**src/rtl/cis_dvp_capture.sv**
```systemverilog
// DVP camera capture front end: oversampled sensor pins, frame/line tracking, pixel FIFO
// and valid/ready pixel stream. Define CIS_CROP_EN to add the crop-window inputs.
module cis_dvp_capture #(
    parameter int DATA_W     = 10,
    parameter int FIFO_DEPTH = 16,
    parameter int CNT_W      = 12
) (
    input  logic              wb_clk_i,
    input  logic              wb_rst_i,
    input  logic              cis_pclk_i,
    input  logic              cis_href_i,
    input  logic              cis_vsync_i,
    input  logic [DATA_W-1:0] cis_data_i,
    input  logic              enable_i,
    input  logic              ovf_clr_i,
`ifdef CIS_CROP_EN
    input  logic [CNT_W-1:0]  crop_x0_i,
    input  logic [CNT_W-1:0]  crop_y0_i,
    input  logic [CNT_W-1:0]  crop_w_i,
    input  logic [CNT_W-1:0]  crop_h_i,
`endif
    output logic              pix_valid_o,
    input  logic              pix_ready_i,
    output logic [DATA_W-1:0] pix_data_o,
    output logic              pix_sof_o,
    output logic              pix_sol_o,
    output logic [CNT_W-1:0]  line_len_o,
    output logic [15:0]       frame_cnt_o,
    output logic              frame_done_o,
    output logic              ovf_o,
    output logic              busy_o
);

    localparam int          AW      = $clog2(FIFO_DEPTH);
    localparam logic [AW:0] L_DEPTH = (AW+1)'(FIFO_DEPTH);

    typedef enum logic [1:0] {
        ST_IDLE,
        ST_SYNC,
        ST_FRAME,
        ST_DROP
    } state_t;

    typedef struct packed {
        logic              sof;
        logic              sol;
        logic [DATA_W-1:0] data;
    } pix_t;

    // ---------------------------------------------------------------- pin sync
    logic              r_pclk_s1, r_pclk_s2, r_pclk_s3;
    logic              r_href_s1, r_href_s2, r_href_s3;
    logic              r_vsync_s1, r_vsync_s2, r_vsync_s3;
    logic [DATA_W-1:0] r_data_s1, r_data_s2;

    // NOTE: every clocked register uses <= so all flops sample the pre-edge values;
    // a blocking = here would collapse the s1/s2/s3 chain into a single stage.
    always_ff @(posedge wb_clk_i) begin
        if (wb_rst_i) begin
            r_pclk_s1  <= 1'b0;
            r_pclk_s2  <= 1'b0;
            r_pclk_s3  <= 1'b0;
            r_href_s1  <= 1'b0;
            r_href_s2  <= 1'b0;
            r_href_s3  <= 1'b0;
            r_vsync_s1 <= 1'b0;
            r_vsync_s2 <= 1'b0;
            r_vsync_s3 <= 1'b0;
            r_data_s1  <= '0;
            r_data_s2  <= '0;
        end else begin
            r_pclk_s1  <= cis_pclk_i;
            r_pclk_s2  <= r_pclk_s1;
            r_pclk_s3  <= r_pclk_s2;
            r_href_s1  <= cis_href_i;
            r_href_s2  <= r_href_s1;
            r_href_s3  <= r_href_s2;
            r_vsync_s1 <= cis_vsync_i;
            r_vsync_s2 <= r_vsync_s1;
            r_vsync_s3 <= r_vsync_s2;
            r_data_s1  <= cis_data_i;
            r_data_s2  <= r_data_s1;
        end
    end

    logic w_pclk_rise, w_href_fall, w_vsync_rise, w_capture;

    assign w_pclk_rise  = r_pclk_s2 & ~r_pclk_s3;
    assign w_href_fall  = ~r_href_s2 & r_href_s3;
    assign w_vsync_rise = r_vsync_s2 & ~r_vsync_s3;
    assign w_capture    = w_pclk_rise & r_href_s2;

    // ---------------------------------------------------------------- control state
    state_t           r_state;
    logic [CNT_W-1:0] r_x, r_y;
    logic [CNT_W-1:0] r_line_len;
    logic [15:0]      r_frame_cnt;
    logic             r_frame_done;
    logic             r_sof_pend, r_sol_pend;
    logic             r_ovf;
    logic             w_in_win;

`ifdef CIS_CROP_EN
    logic [CNT_W-1:0] r_crop_x0, r_crop_y0, r_crop_w, r_crop_h;
    logic [CNT_W:0]   w_x_end, w_y_end;

    // One extra bit keeps x0+w from wrapping back into the window.
    assign w_x_end  = {1'b0, r_crop_x0} + {1'b0, r_crop_w};
    assign w_y_end  = {1'b0, r_crop_y0} + {1'b0, r_crop_h};
    assign w_in_win = (r_x >= r_crop_x0) && ({1'b0, r_x} < w_x_end) &&
                      (r_y >= r_crop_y0) && ({1'b0, r_y} < w_y_end);

    always_ff @(posedge wb_clk_i) begin
        if (wb_rst_i) begin
            r_crop_x0 <= '0;
            r_crop_y0 <= '0;
            r_crop_w  <= '0;
            r_crop_h  <= '0;
        end else if (w_vsync_rise) begin
            r_crop_x0 <= crop_x0_i;
            r_crop_y0 <= crop_y0_i;
            r_crop_w  <= crop_w_i;
            r_crop_h  <= crop_h_i;
        end
    end
`else
    assign w_in_win = 1'b1;
`endif

    // ---------------------------------------------------------------- FIFO flags
    logic [AW-1:0] r_wr_ptr, r_rd_ptr;
    logic [AW:0]   r_cnt;
    logic [AW:0]   w_occ;
    logic          r_out_valid;
    pix_t          r_out_pix;
    pix_t          w_wr_pix;
    logic          w_pop, w_load, w_full, w_wr_req, w_wr_en, w_ovf_evt;

    // Occupancy includes the output register so the stream sees exactly FIFO_DEPTH entries.
    assign w_occ     = r_cnt + {{AW{1'b0}}, r_out_valid};
    assign w_full    = (w_occ == L_DEPTH);
    assign w_pop     = r_out_valid & pix_ready_i;
    assign w_load    = (r_cnt != '0) & (~r_out_valid | pix_ready_i);
    assign w_wr_req  = (r_state == ST_FRAME) & w_capture & w_in_win;
    assign w_wr_en   = w_wr_req & (~w_full | w_pop);
    assign w_ovf_evt = w_wr_req & w_full & ~w_pop;
    assign w_wr_pix  = {r_sof_pend, r_sol_pend, r_data_s2};

    always_ff @(posedge wb_clk_i) begin
        if (wb_rst_i) begin
            r_state      <= ST_IDLE;
            r_x          <= '0;
            r_y          <= '0;
            r_line_len   <= '0;
            r_frame_cnt  <= '0;
            r_frame_done <= 1'b0;
            r_sof_pend   <= 1'b0;
            r_sol_pend   <= 1'b0;
            r_ovf        <= 1'b0;
        end else begin
            r_frame_done <= 1'b0;

            if (w_ovf_evt)
                r_ovf <= 1'b1;
            else if (ovf_clr_i)
                r_ovf <= 1'b0;

            if (w_wr_en) begin
                r_sof_pend <= 1'b0;
                r_sol_pend <= 1'b0;
            end

            case (r_state)
                ST_IDLE: begin
                    if (enable_i)
                        r_state <= ST_SYNC;
                end

                ST_SYNC: begin
                    if (!enable_i) begin
                        r_state <= ST_IDLE;
                    end else if (w_vsync_rise) begin
                        r_state    <= ST_FRAME;
                        r_x        <= '0;
                        r_y        <= '0;
                        r_sof_pend <= 1'b1;
                        r_sol_pend <= 1'b1;
                    end
                end

                ST_FRAME: begin
                    if (w_capture && (r_x != '1))
                        r_x <= r_x + 1'b1;

                    if (w_href_fall) begin
                        r_line_len <= r_x;
                        r_x        <= '0;
                        r_sol_pend <= 1'b1;
                        if (r_y != '1)
                            r_y <= r_y + 1'b1;
                    end

                    if (w_vsync_rise) begin
                        r_frame_cnt  <= r_frame_cnt + 1'b1;
                        r_frame_done <= 1'b1;
                        r_x          <= '0;
                        r_y          <= '0;
                        r_sof_pend   <= 1'b1;
                        r_sol_pend   <= 1'b1;
                        r_state      <= enable_i ? ST_FRAME : ST_IDLE;
                    end else if (w_ovf_evt) begin
                        r_state <= ST_DROP;
                    end
                end

                ST_DROP: begin
                    // The frame that overflowed is abandoned, so its end is not counted.
                    if (w_vsync_rise) begin
                        r_x        <= '0;
                        r_y        <= '0;
                        r_sof_pend <= 1'b1;
                        r_sol_pend <= 1'b1;
                        r_state    <= enable_i ? ST_FRAME : ST_IDLE;
                    end
                end

                default: r_state <= ST_IDLE;
            endcase
        end
    end

    // ---------------------------------------------------------------- FIFO storage
    pix_t r_mem [FIFO_DEPTH];

    always_ff @(posedge wb_clk_i) begin
        if (wb_rst_i) begin
            r_wr_ptr <= '0;
            r_rd_ptr <= '0;
            r_cnt    <= '0;
        end else begin
            if (w_wr_en)
                r_wr_ptr <= r_wr_ptr + 1'b1;
            if (w_load)
                r_rd_ptr <= r_rd_ptr + 1'b1;
            case ({w_wr_en, w_load})
                2'b10:   r_cnt <= r_cnt + 1'b1;
                2'b01:   r_cnt <= r_cnt - 1'b1;
                default: r_cnt <= r_cnt;
            endcase
        end
    end

    // NOTE: the storage array is deliberately not reset; pointers and counts define
    // which entries are live, and a reset-free array maps onto plain RAM.
    always_ff @(posedge wb_clk_i) begin
        if (w_wr_en)
            r_mem[r_wr_ptr] <= w_wr_pix;
    end

    // Output register holds valid/data/tags stable until the consumer accepts them.
    always_ff @(posedge wb_clk_i) begin
        if (wb_rst_i) begin
            r_out_valid <= 1'b0;
            r_out_pix   <= '0;
        end else if (w_load) begin
            r_out_valid <= 1'b1;
            r_out_pix   <= r_mem[r_rd_ptr];
        end else if (w_pop) begin
            r_out_valid <= 1'b0;
        end
    end

    assign pix_valid_o  = r_out_valid;
    assign pix_data_o   = r_out_pix.data;
    assign pix_sof_o    = r_out_pix.sof;
    assign pix_sol_o    = r_out_pix.sol;
    assign line_len_o   = r_line_len;
    assign frame_cnt_o  = r_frame_cnt;
    assign frame_done_o = r_frame_done;
    assign ovf_o        = r_ovf;
    assign busy_o       = (r_state != ST_IDLE);

endmodule

```
**config.mk**
```make
export PLATFORM = sky130hd
export DESIGN_NAME = cis_dvp_capture
export DESIGN_NICKNAME = d
export VERILOG_FILES = /design/src/rtl/cis_dvp_capture.sv
export SDC_FILE = /design/constraint.sdc
export NUM_CORES = 1
export LEC_CHECK = 0
export ABC_AREA = 1
export BUFFER_PORTS_ARGS = -buffer_cell sky130_fd_sc_hd__buf_2
export CAP_MARGIN = 20
export CORE_MARGIN = 2
export CORE_UTILIZATION = 25
export CTS_BUF_LIST = sky130_fd_sc_hd__clkbuf_4 sky130_fd_sc_hd__clkbuf_8 sky130_fd_sc_hd__clkbuf_16
export DETAILED_ROUTE_END_ITERATION = 6
export GPL_ROUTABILITY_DRIVEN = 1
export PLACE_DENSITY_LB_ADDON = 0.12
export SLEW_MARGIN = 15
export SYNTH_ARGS = -nofsm -noshare
export SYNTH_HDL_FRONTEND = slang
export SYNTH_SLANG_ARGS = --single-unit
```
**constraint.sdc**
```tcl
create_clock -name wb_clk_i -period 2.9 [get_ports wb_clk_i]
set_clock_uncertainty 0.05 [all_clocks]
set_input_delay 0.29 -clock wb_clk_i [delete_from_list [all_inputs] [get_ports wb_clk_i]]
set_output_delay 0.29 -clock wb_clk_i [all_outputs]
set_load 0.02 [all_outputs]
```
=== Yosys cells after proc, flatten, opt, wreduce, memory -nomap -nowiden ===
Memories as Yosys holds them, arrays and structs flattened. A register that Yosys moved wholly into a read port is not among the register bits.
Cells that the tools add are included.

* $add $sub $neg: 7
* Equality and inequality tests: 13
* Multiplexer cells: 32
* Bitwise operators: 19
* Reduce and logical (&&, ||, !) cells: 14

{| class="wikitable"
|+ Operator list
! cell !! number
|-
| $mux 12 || 5
|-
| $pmux 12 s3 || 1
|-
| $add 16x1->16 const B || 1
|-
| $mux 1 || 15
|-
| $mux 2 || 7
|-
| $add 12x1->12 const B || 1
|-
| $ne 12x12->1 const B || 1
|-
| $and 1x1->1 || 10
|-
| $pmux 5 s2 || 1
|-
| $add 4x1->4 const B || 2
|-
| $pmux 2 s4 || 1
|-
| $reduce_bool 2->1 || 4
|-
| $not 1->1 || 7
|-
| $eq 2x2->1 const B || 3
|-
| $ne 2x2->1 const B || 3
|-
| $ne 3x3->1 const B || 2
|-
| $add 5x1->5 || 1
|-
| $add 5x1->5 const B || 1
|-
| $eq 5x5->1 const B || 1
|-
| $reduce_bool 5->1 || 1
|-
| $sub 5x1->5 const B || 1
|-
| $eq 2x1->1 const B || 2
|-
| $ne 4x3->1 const B || 1
|-
| $reduce_and 2->1 || 2
|-
| 9 further kinds || 11
|}

* Bits in registers: 89
* Bits in writable memories: 192
* Input bits: 18
* Logic and storage cells: 109
* Memories: 1

{| class="wikitable"
|+ Memory list
! memory !! depth !! width !! rd ports !! clocked after Yosys merged registers in !! wr ports !! RTL line !! text
|-
| r_mem || 16 || 12 || 1 || 1 || 1 || 233 || <nowiki>pix_t r_mem [FIFO_DEPTH];</nowiki>
|}

=== Logic depth before layout (Yosys ltp) ===
Gate-level depths: netlist of the first run.

* Depth in word-level cells: 9
* Gate-level depth with buffers: 19
* Mapped depth without buffers: 19

=== Worst setup path before layout of the first run ===
No wires, ideal clock.

* Kind: register to register
* Start: register r_out_valid (netlist: pix_valid_o)
* End: register r_cnt[4]
* Library setup time: 116 ps
* Arrival time: 2653 ps
* Required time: 2734 ps
* Path slack: 81 ps
* Cell stages (with the launch flop): 19
* Path buffers: 0
* Path through: dfxtp_1 ha_1 ha_1 nor2_1 nand3_1 nor2_1 a21oi_4 inv_2 ha_1 inv_1 fa_1 inv_1 nand2_1 nand2_1 a21oi_1 nor2_1 nor2_1 a21oi_1 nor2_1

* Word-level cells in the longest chain between the ends: 7

{| class="wikitable"
|+ RTL lines
! element !! RTL line !! text
|-
| from (decl) || 134 || <nowiki>logic r_out_valid;</nowiki>
|-
| from (signal assigned) || 263 || <nowiki>r_out_valid <= 1'b0;</nowiki>
|-
| from (signal assigned) || 266 || <nowiki>r_out_valid <= 1'b1;</nowiki>
|-
| from (signal assigned) || 269 || <nowiki>r_out_valid <= 1'b0;</nowiki>
|-
| $add 5x1->5 || 140 || <nowiki>assign w_occ = r_cnt + {{AW{1'b0}}, r_out_valid};</nowiki>
|-
| $eq 5x5->1 || 141 || <nowiki>assign w_full = (w_occ == L_DEPTH);</nowiki>
|-
| $not 1->1 || 145 || <nowiki>assign w_wr_en = w_wr_req & (~w_full | w_pop);</nowiki>
|-
| $or 1x1->1 || 145 ||
|-
| $and 1x1->1 || 145 ||
|-
| $eq 2x1->1 / $eq 2x2->1 (equally long branches) || 245 || <nowiki>case ({w_wr_en, w_load})</nowiki>
|-
| $pmux 5 s2 / $reduce_bool 2->1 (equally long branches) || n/a ||
|-
| to (signal assigned) || 246 || <nowiki>2'b10: r_cnt <= r_cnt + 1'b1;</nowiki>
|-
| to (signal assigned) || 247 || <nowiki>2'b01: r_cnt <= r_cnt - 1'b1;</nowiki>
|-
| to (signal assigned) || 248 || <nowiki>default: r_cnt <= r_cnt;</nowiki>
|-
| to (decl) || 132 || <nowiki>logic [AW:0] r_cnt;</nowiki>
|}

Several ways; a longest one is shown, not always the timed one.
A chain may end at the register's enable or synchronous reset.

=== Worst setup path in the final report of the first run ===
Same ends and word-level chain as after synthesis.

==> results.toml, run 1 <==
[yosys]
mappedNetlistNets = 1199
synth_edf_count = 192
top_cell_type_by_total_area_after_synthesis = "sky130_fd_sc_hd__edfxtp_1"
ys.flop_type = "sky130_fd_sc_hd__edfxtp_1"
post_synth.cell_area_avg_um2 = 10.3
yosysTopAreaCellShare_pct = 48.1
synth_async_sr_flop_share_pct = 0
yosysSeqAreaShare_pct = 65.0
netlist_top_cells_area = "sky130_fd_sc_hd__edfxtp_1 48%, sky130_fd_sc_hd__dfxtp_1 17%, sky130_fd_sc_hd__nor2_1 8.2%"
synth_cell_types = 39
synthesized_instance_count = 1167
netlist_area_um2 = 12000
yosysWarnings = 0
synth_top_cells_by_count = "262 x sky130_fd_sc_hd__nor2_1, 192 x sky130_fd_sc_hd__edfxtp_1, 109 x sky130_fd_sc_hd__o21ai_0, 101 x sky130_fd_sc_hd__dfxtp_1"
synth_most_common_cell = "sky130_fd_sc_hd__nor2_1"
seq_cells_post_synth = 293

[final_layout]
layout-area-overhead-vs-synth_pct = 21.0
final_layout_size_suffix_gt1_share_pct = 16.1
instances_no_fill = 1910
num_antenna_cells = 0
finish.net_count = 1301
num-fill-cells = 4863

[worst_setup_path]
worst_ep_arrival_time_ns = 3.04
critPathLaunchType = "register"
crit_fanout = 4
cp_data_required_time_ns = 3.28
worstSetupPathType = "register to register"
critical_path.endpoint_type = "register"

[floorplan]
floorplan.initialDensity_pct = 25.2
die_width_um = 223
floorplan.rows = 80
dieHeight_um = 223
core-area_um2 = 47500
pin_count = 62
fp.dieArea_um2 = 49700

[global_route]
largest_net_degree_at_the_start_of_global_routing = 100
globalRoute.totalOverflow = 0
grt_pass1_vias = 8525
grt_util_all_layers_pct = 13.9
antenna_violations_before_repair = 0
first_pass_grt_wire_length_mm = 52.5

[route]
routed_wire_length_per_instance_um = 17.7
wl_mm = 33.8
detail-route-antenna-nets = 0
wl_met3_mm = 1.13
drc_errors = 0
route.met2.wl_mm = 15.9
drtIter0Drc = 406
first_pass_iters = 4
vias = 8386
topRoutingLayerUsed = "met4"
post_drt_via_cell_ratio = 4.39
wl_met1_mm = 16.2

[clocking]
clk_root_buffer_cell = "sky130_fd_sc_hd__clkbuf_16"
numCtsBuffers = 38
cts_tree = "built"
worstSkewPairLatency_ns = 0.55
cts-root-to-sink-buffers = 3
worst_setup_hold_path_clk_slew_ns = 0.05
htree_num_levels = 2
clkSinkCount = 293

[sta]
setup_viol = 0
period_minus_slack_ns = 2.65
fin_hold_viols = 0
maxClockFrequency_mhz = 377
final.hold.worst_slack_ns = 0.0259
worst_slew_margin_rel_pct = 46.2
slew_viol_final = 0
timing.setup.tns_ns = 0
worst_pin_slew_ns = 0.807
min_period_over_period_pct = 91.5

[placement]
buffer_ports.inserted = 61
dpl.hpwl_mm = 20.2
placed_cells = 1830
globalplace.congestion = 0.757

[power_and_ir_drop]
power.density_nw_per_um2 = 826
vdd_ir_drop_max_v = 0.000399
total_leakage_power_nw = 5.42

[run_status]
outcome = "finished clean"

[hold_path]
hold_class = "input pin to register"

[job]
max_cap_violation_count = 0
[where the power goes]
part / switching (mW) / internal (mW)
registers: 0.158 / 4.60
logic: 1.86 / 0.906
clock network: 1.82 / 2.63
[layer usage]
metal | GRT usage, % | up-vias
met5 | 0 | -
met1 | 18.8 | 4036
met2 | 22.9 | 111
met4 | 4.11 | 0
li1 | - | 4199
met3 | 2.32 | 40
[area by class of cell]
cell class / instances / area (µm²) / area share [%]
clock inverters: 15 / 100 / 0.690
well taps: 615 / 769 / 5.30
flip-flops and latches: 293 / 7790 / 53.7
inverters: 106 / 400 / 2.76
repair buffers: 118 / 831 / 5.73
clock buffers: 51 / 1080 / 7.48
multi-input cells: 712 / 3530 / 24.3
[worst max-delay path, stage by stage, from the launching register on]
cell	delay, ns
sky130_fd_sc_hd__dfxtp_1	0.33
sky130_fd_sc_hd__ha_1	0.19
sky130_fd_sc_hd__ha_2	0.28
sky130_fd_sc_hd__nor2_1	0.08
sky130_fd_sc_hd__nand3_1	0.09
sky130_fd_sc_hd__nor2_2	0.18
sky130_fd_sc_hd__a21oi_4	0.08
sky130_fd_sc_hd__inv_2	0.06
sky130_fd_sc_hd__ha_2	0.20
sky130_fd_sc_hd__inv_1	0.09
sky130_fd_sc_hd__fa_2	0.36
sky130_fd_sc_hd__inv_1	0.06
sky130_fd_sc_hd__nand2_1	0.05
sky130_fd_sc_hd__nand2_1	0.07
sky130_fd_sc_hd__a21oi_2	0.06
sky130_fd_sc_hd__nand2_1	0.07
sky130_fd_sc_hd__nand2_1	0.05
sky130_fd_sc_hd__o21ai_0	0.15
sky130_fd_sc_hd__nor2_1	0.05
[final timing paths]
path / startpoint / end / slack (ns) / cells after the start
setup / recovery: pix_valid_o$_SDFFE_PP0P_ / r_cnt[4]$_SDFFE_PP0P_ / 0.25 / 18
hold / removal: pix_ready_i / pix_valid_o$_SDFFE_PP0P_ / 0.03 / 4
setup reg to reg: pix_valid_o$_SDFFE_PP0P_ / r_cnt[4]$_SDFFE_PP0P_ / 0.25 / 18
hold reg to reg: r_data_s1[3]$_SDFF_PP0_ / r_data_s2[3]$_SDFF_PP0_ / 0.34 / 2
[through the flow]
| stage | setup WS, ns | cell area, µm² | utilization [%] | total power [mW] |
|---|---|---|---|---|
| floorplan | 0.0815 | 12000 | - | 6.78 |
| global placement | 0.108 | 13200 | 27.7 | 7.69 |
| global route | -0.0103 | 14500 | 30.5 | 12.8 |
| detailed placement | 0.102 | 13200 | 27.7 | 7.66 |
| finish | 0.245 | 14500 | 30.5 | 12.0 |
| CTS | 0.0908 | 14500 | 30.5 | 12.2 |
[flip-flops by register name, summed over array words and instances (netlist names), 2 cells and up]
name	count
r_mem	192
frame_cnt_o	16
line_len_o	12
r_x	12
pix_data_o	10
r_data_s1	10
r_data_s2	10
r_cnt	5
r_rd_ptr	4
r_wr_ptr	4
r_state	2
[cell usage in the layout, fill, tap and decap left out, types with 7 or more instances in the layout]
| master | netlist | routed |
|---|---|---|
| sky130_fd_sc_hd__a21oi_1 | 44 | 43 |
| sky130_fd_sc_hd__buf_2 | 12 | 61 |
| sky130_fd_sc_hd__buf_4 | 9 | 38 |
| sky130_fd_sc_hd__clkbuf_16 | 0 | 39 |
| sky130_fd_sc_hd__clkbuf_4 | 0 | 9 |
| sky130_fd_sc_hd__clkinv_2 | 0 | 7 |
| sky130_fd_sc_hd__dfxtp_1 | 101 | 99 |
| sky130_fd_sc_hd__dlygate4sd3_1 | 0 | 14 |
| sky130_fd_sc_hd__edfxtp_1 | 192 | 192 |
| sky130_fd_sc_hd__ha_1 | 13 | 11 |
| sky130_fd_sc_hd__inv_1 | 99 | 99 |
| sky130_fd_sc_hd__nand2_1 | 99 | 99 |
| sky130_fd_sc_hd__nand3_1 | 62 | 62 |
| sky130_fd_sc_hd__nand3_2 | 7 | 7 |
| sky130_fd_sc_hd__nor2_1 | 262 | 261 |
| sky130_fd_sc_hd__nor3_1 | 10 | 10 |
| sky130_fd_sc_hd__o211ai_1 | 49 | 49 |
| sky130_fd_sc_hd__o21ai_0 | 109 | 109 |
| sky130_fd_sc_hd__o21ai_1 | 21 | 21 |
[kinds of logic after synthesis]
logic type | Yosys count | share of synthesized area (%)
AO/OA/AOI/OAI | 232 | 11.1
XOR/XNOR | 3 | 0.219
adder cells (fa/ha/maj) | 14 | 1.52
buffers and inverters | 162 | 5.70
flip-flops | 293 | 65.0
AND/OR/NAND/NOR | 463 | 16.5
[what timing repair did]
action | CTS | global route
hold endpoints to repair | 14 | 0
setup endpoints to repair | 0 | 1
setup buffers | 0 | 0
hold buffers | 14 | 0
gates resized for setup | 0 | 5
(Power assumes the default switching activity.)
==> run 2, diff against run 1 <==
--- a/config.mk
+++ b/config.mk
@@ -11,6 +11,7 @@
 export CORE_MARGIN = 2
 export CORE_UTILIZATION = 25
 export CTS_BUF_LIST = sky130_fd_sc_hd__clkbuf_4 sky130_fd_sc_hd__clkbuf_8 sky130_fd_sc_hd__clkbuf_16
+export CTS_CLUSTER_DIAMETER = 100
 export DETAILED_ROUTE_END_ITERATION = 6
 export GPL_ROUTABILITY_DRIVEN = 1
 export PLACE_DENSITY_LB_ADDON = 0.12
==> constraint.sdc (replaced) <==
create_clock -name wb_clk_i -period 2.9 [get_ports wb_clk_i]
set_clock_uncertainty 0.05 [all_clocks]
set_input_delay 0.145 -clock wb_clk_i [delete_from_list [all_inputs] [get_ports wb_clk_i]]
set_output_delay 0.145 -clock wb_clk_i [all_outputs]
set_load 0.02 [all_outputs]
==> run 2 against run 1 <==
Effect of this change:
- maximum frequency rose by 2.1%
- routed wire length barely moved
- die area did not move
- total power rose by 0.18%
- final cell count fell by 0.16%
- critical path depth fell by 1
- clock power barely moved
- count of clock-buffer cells in the layout rose by 2
- design area fell by 0.18%
- combinational power rose by 2%
- critical endpoint unchanged
- largest cell class unchanged
- largest power group unchanged
==> results.toml, run 2 (synthesis gave the netlist of run 1 again) <==
[floorplan]
fp.dieArea_um2 = 49700
floorplan.rows = 80
core-area_um2 = 47500
dieHeight_um = 223
pin_count = 62
floorplan.initialDensity_pct = 25.2
die_width_um = 223

[worst_setup_path]
worstSetupPathType = "register to register"
critPathLaunch = "pix_valid_o$_SDFFE_PP0P_"
critPathLaunchType = "register"
critical-path-max-stage-delay_ns = 0.34
critical_path.endpoint_type = "register"
crit_fanout = 4
cp_data_required_time_ns = 3.27
critPathSlowestCell = "sky130_fd_sc_hd__dfxtp_2"
path_common_cell = "sky130_fd_sc_hd__nand2_1"
r2r_start = "pix_valid_o$_SDFFE_PP0P_"
critical_path.cell_chain = "ha_2, ha_2, nand3_1, nand3_1, nand2_1, a21oi_4, inv_2, ha_4, ha_1, nand2_1, nand2_1, a21oi_1, nor2_1, nor2_1, nand2_1, o21ai_0, nor2_1"
worst_ep_arrival_time_ns = 2.97

[clocking]
numCtsBuffers = 37
cts_tree = "built"
post_cts_buffers = 0
clkSinkCount = 293
clk_root_buffer_cell = "sky130_fd_sc_hd__clkbuf_16"
worstSkewPairLatency_ns = 0.53
htree_num_levels = 2
worst_setup_hold_path_clk_slew_ns = 0.06
cts-root-to-sink-buffers = 3

[final_layout]
final_layout_size_suffix_gt1_share_pct = 15.9
instances_no_fill = 1907
largest_reg_flops = 192
regMostFlops = "r_mem"
mostFrequentLayoutCell = "sky130_fd_sc_hd__nor2_1"
final_cell_mix = "260 x sky130_fd_sc_hd__nor2_1, 192 x sky130_fd_sc_hd__edfxtp_1, 109 x sky130_fd_sc_hd__o21ai_0"
num_antenna_cells = 0
finish.net_count = 1296
final_util_pct = 30.5
layout-area-overhead-vs-synth_pct = 20.8

[route]
vias = 8474
routed_wire_length_per_instance_um = 17.7
drc_errors = 0
post_drt_via_cell_ratio = 4.44
first_pass_iters = 5
drtIter0Drc = 411
wl_mm = 33.8
detail-route-antenna-nets = 0

[sta]
final.hold.worst_slack_ns = 0.186
maxClockFrequency_mhz = 385
timing.setup.tns_ns = 0
period_minus_slack_ns = 2.60
grt_setup_unrepaired = "no"
min_period_over_period_pct = 89.7
fin_hold_viols = 0
worst_slew_margin_rel_pct = 45.5
worst_pin_slew_ns = 0.818
setup_viol = 0
slew_viol_final = 0

[power_and_ir_drop]
power.density_nw_per_um2 = 829
total_leakage_power_nw = 5.40
total_power_mw = 12.0
vdd_ir_drop_max_v = 0.000404

[job]
max_cap_violation_count = 0

[run_status]
outcome = "finished clean"

[global_route]
largest_net_degree_at_the_start_of_global_routing = 99
globalRoute.totalOverflow = 0
grt_pass1_vias = 8345
first_pass_grt_wire_length_mm = 51.3
antenna_violations_before_repair = 0
grt_util_all_layers_pct = 13.6

[placement]
placed_cells = 1824
dpl.hpwl_mm = 20.2
globalplace.congestion = 0.743
buffer_ports.inserted = 61

[hold_path]
hp-start = "wb_rst_i"
hold_class = "input pin to register"
[run 2: area by class of cell]
class,instances,area (µm²)
sequential,293,7790
clock inverter,14,77.6
inverter,106,400
tap,615,769
clock buffer,53,1090
timing repair buffer,114,806
fill,4937,33100
multi-input combinational,712,3540
[run 2: repair_timing]
action                                 CTS  global route
endpoints found under the hold margin   17             0
hold buffers                            16             0
resized for setup                        0             9
setup endpoints to repair                0             6
[run 2: critical path, delay by kind of cell (launching register included)]
kind | cells | cell delay [ns]
compound gates | 3 | 0.48
fa+ha+maj | 4 | 0.87
buf+inv | 1 | 0.07
flops | 1 | 0.34
simple gates | 9 | 0.69
[run 2: worst paths after layout]
| kind | slack [ns] | depth (start not counted) | to |
|---|---|---|---|
| max reg2reg | 0.30 | 17 | r_cnt[4]$_SDFFE_PP0P_ |
| max | 0.30 | 17 | r_cnt[4]$_SDFFE_PP0P_ |
| min reg2reg | 0.35 | 2 | r_data_s2[1]$_SDFF_PP0_ |
| min | 0.19 | 4 | r_rd_ptr[2]$_SDFFE_PP0P_ |
[run 2: power by group]
part / switching, mW / internal, mW / leakage, nW
clock network: 1.79 / 2.63 / 0.591
logic: 1.90 / 0.916 / 2.18
registers: 0.155 / 4.60 / 2.63
total: 3.85 / 8.15 / 5.40
[run 2: through the flow]
stage          worst slack (ns)  instance area (µm²)
6_report                  0.299                14500
5_1_grt                  0.0509                14500
3_5_place_dp             0.0769                13100
4_1_cts                  0.0570                14500
3_3_place_gp             0.0910                13100
2_1_floorplan            0.0815                12000
[run 2: metal layers]
| layer | track usage [%] | part of all wire, % | wire length (µm) | vias up |
|---|---|---|---|---|
| li1 | - | - | - | 4178 |
| met1 | 18.9 | 48 | 16400 | 4109 |
| met2 | 21.8 | 46 | 15600 | 145 |
| met3 | 2.02 | 3.3 | 1130 | 42 |
| met4 | 4.46 | 1.9 | 655 | 0 |
| met5 | 0 | 0 | 0 | - |
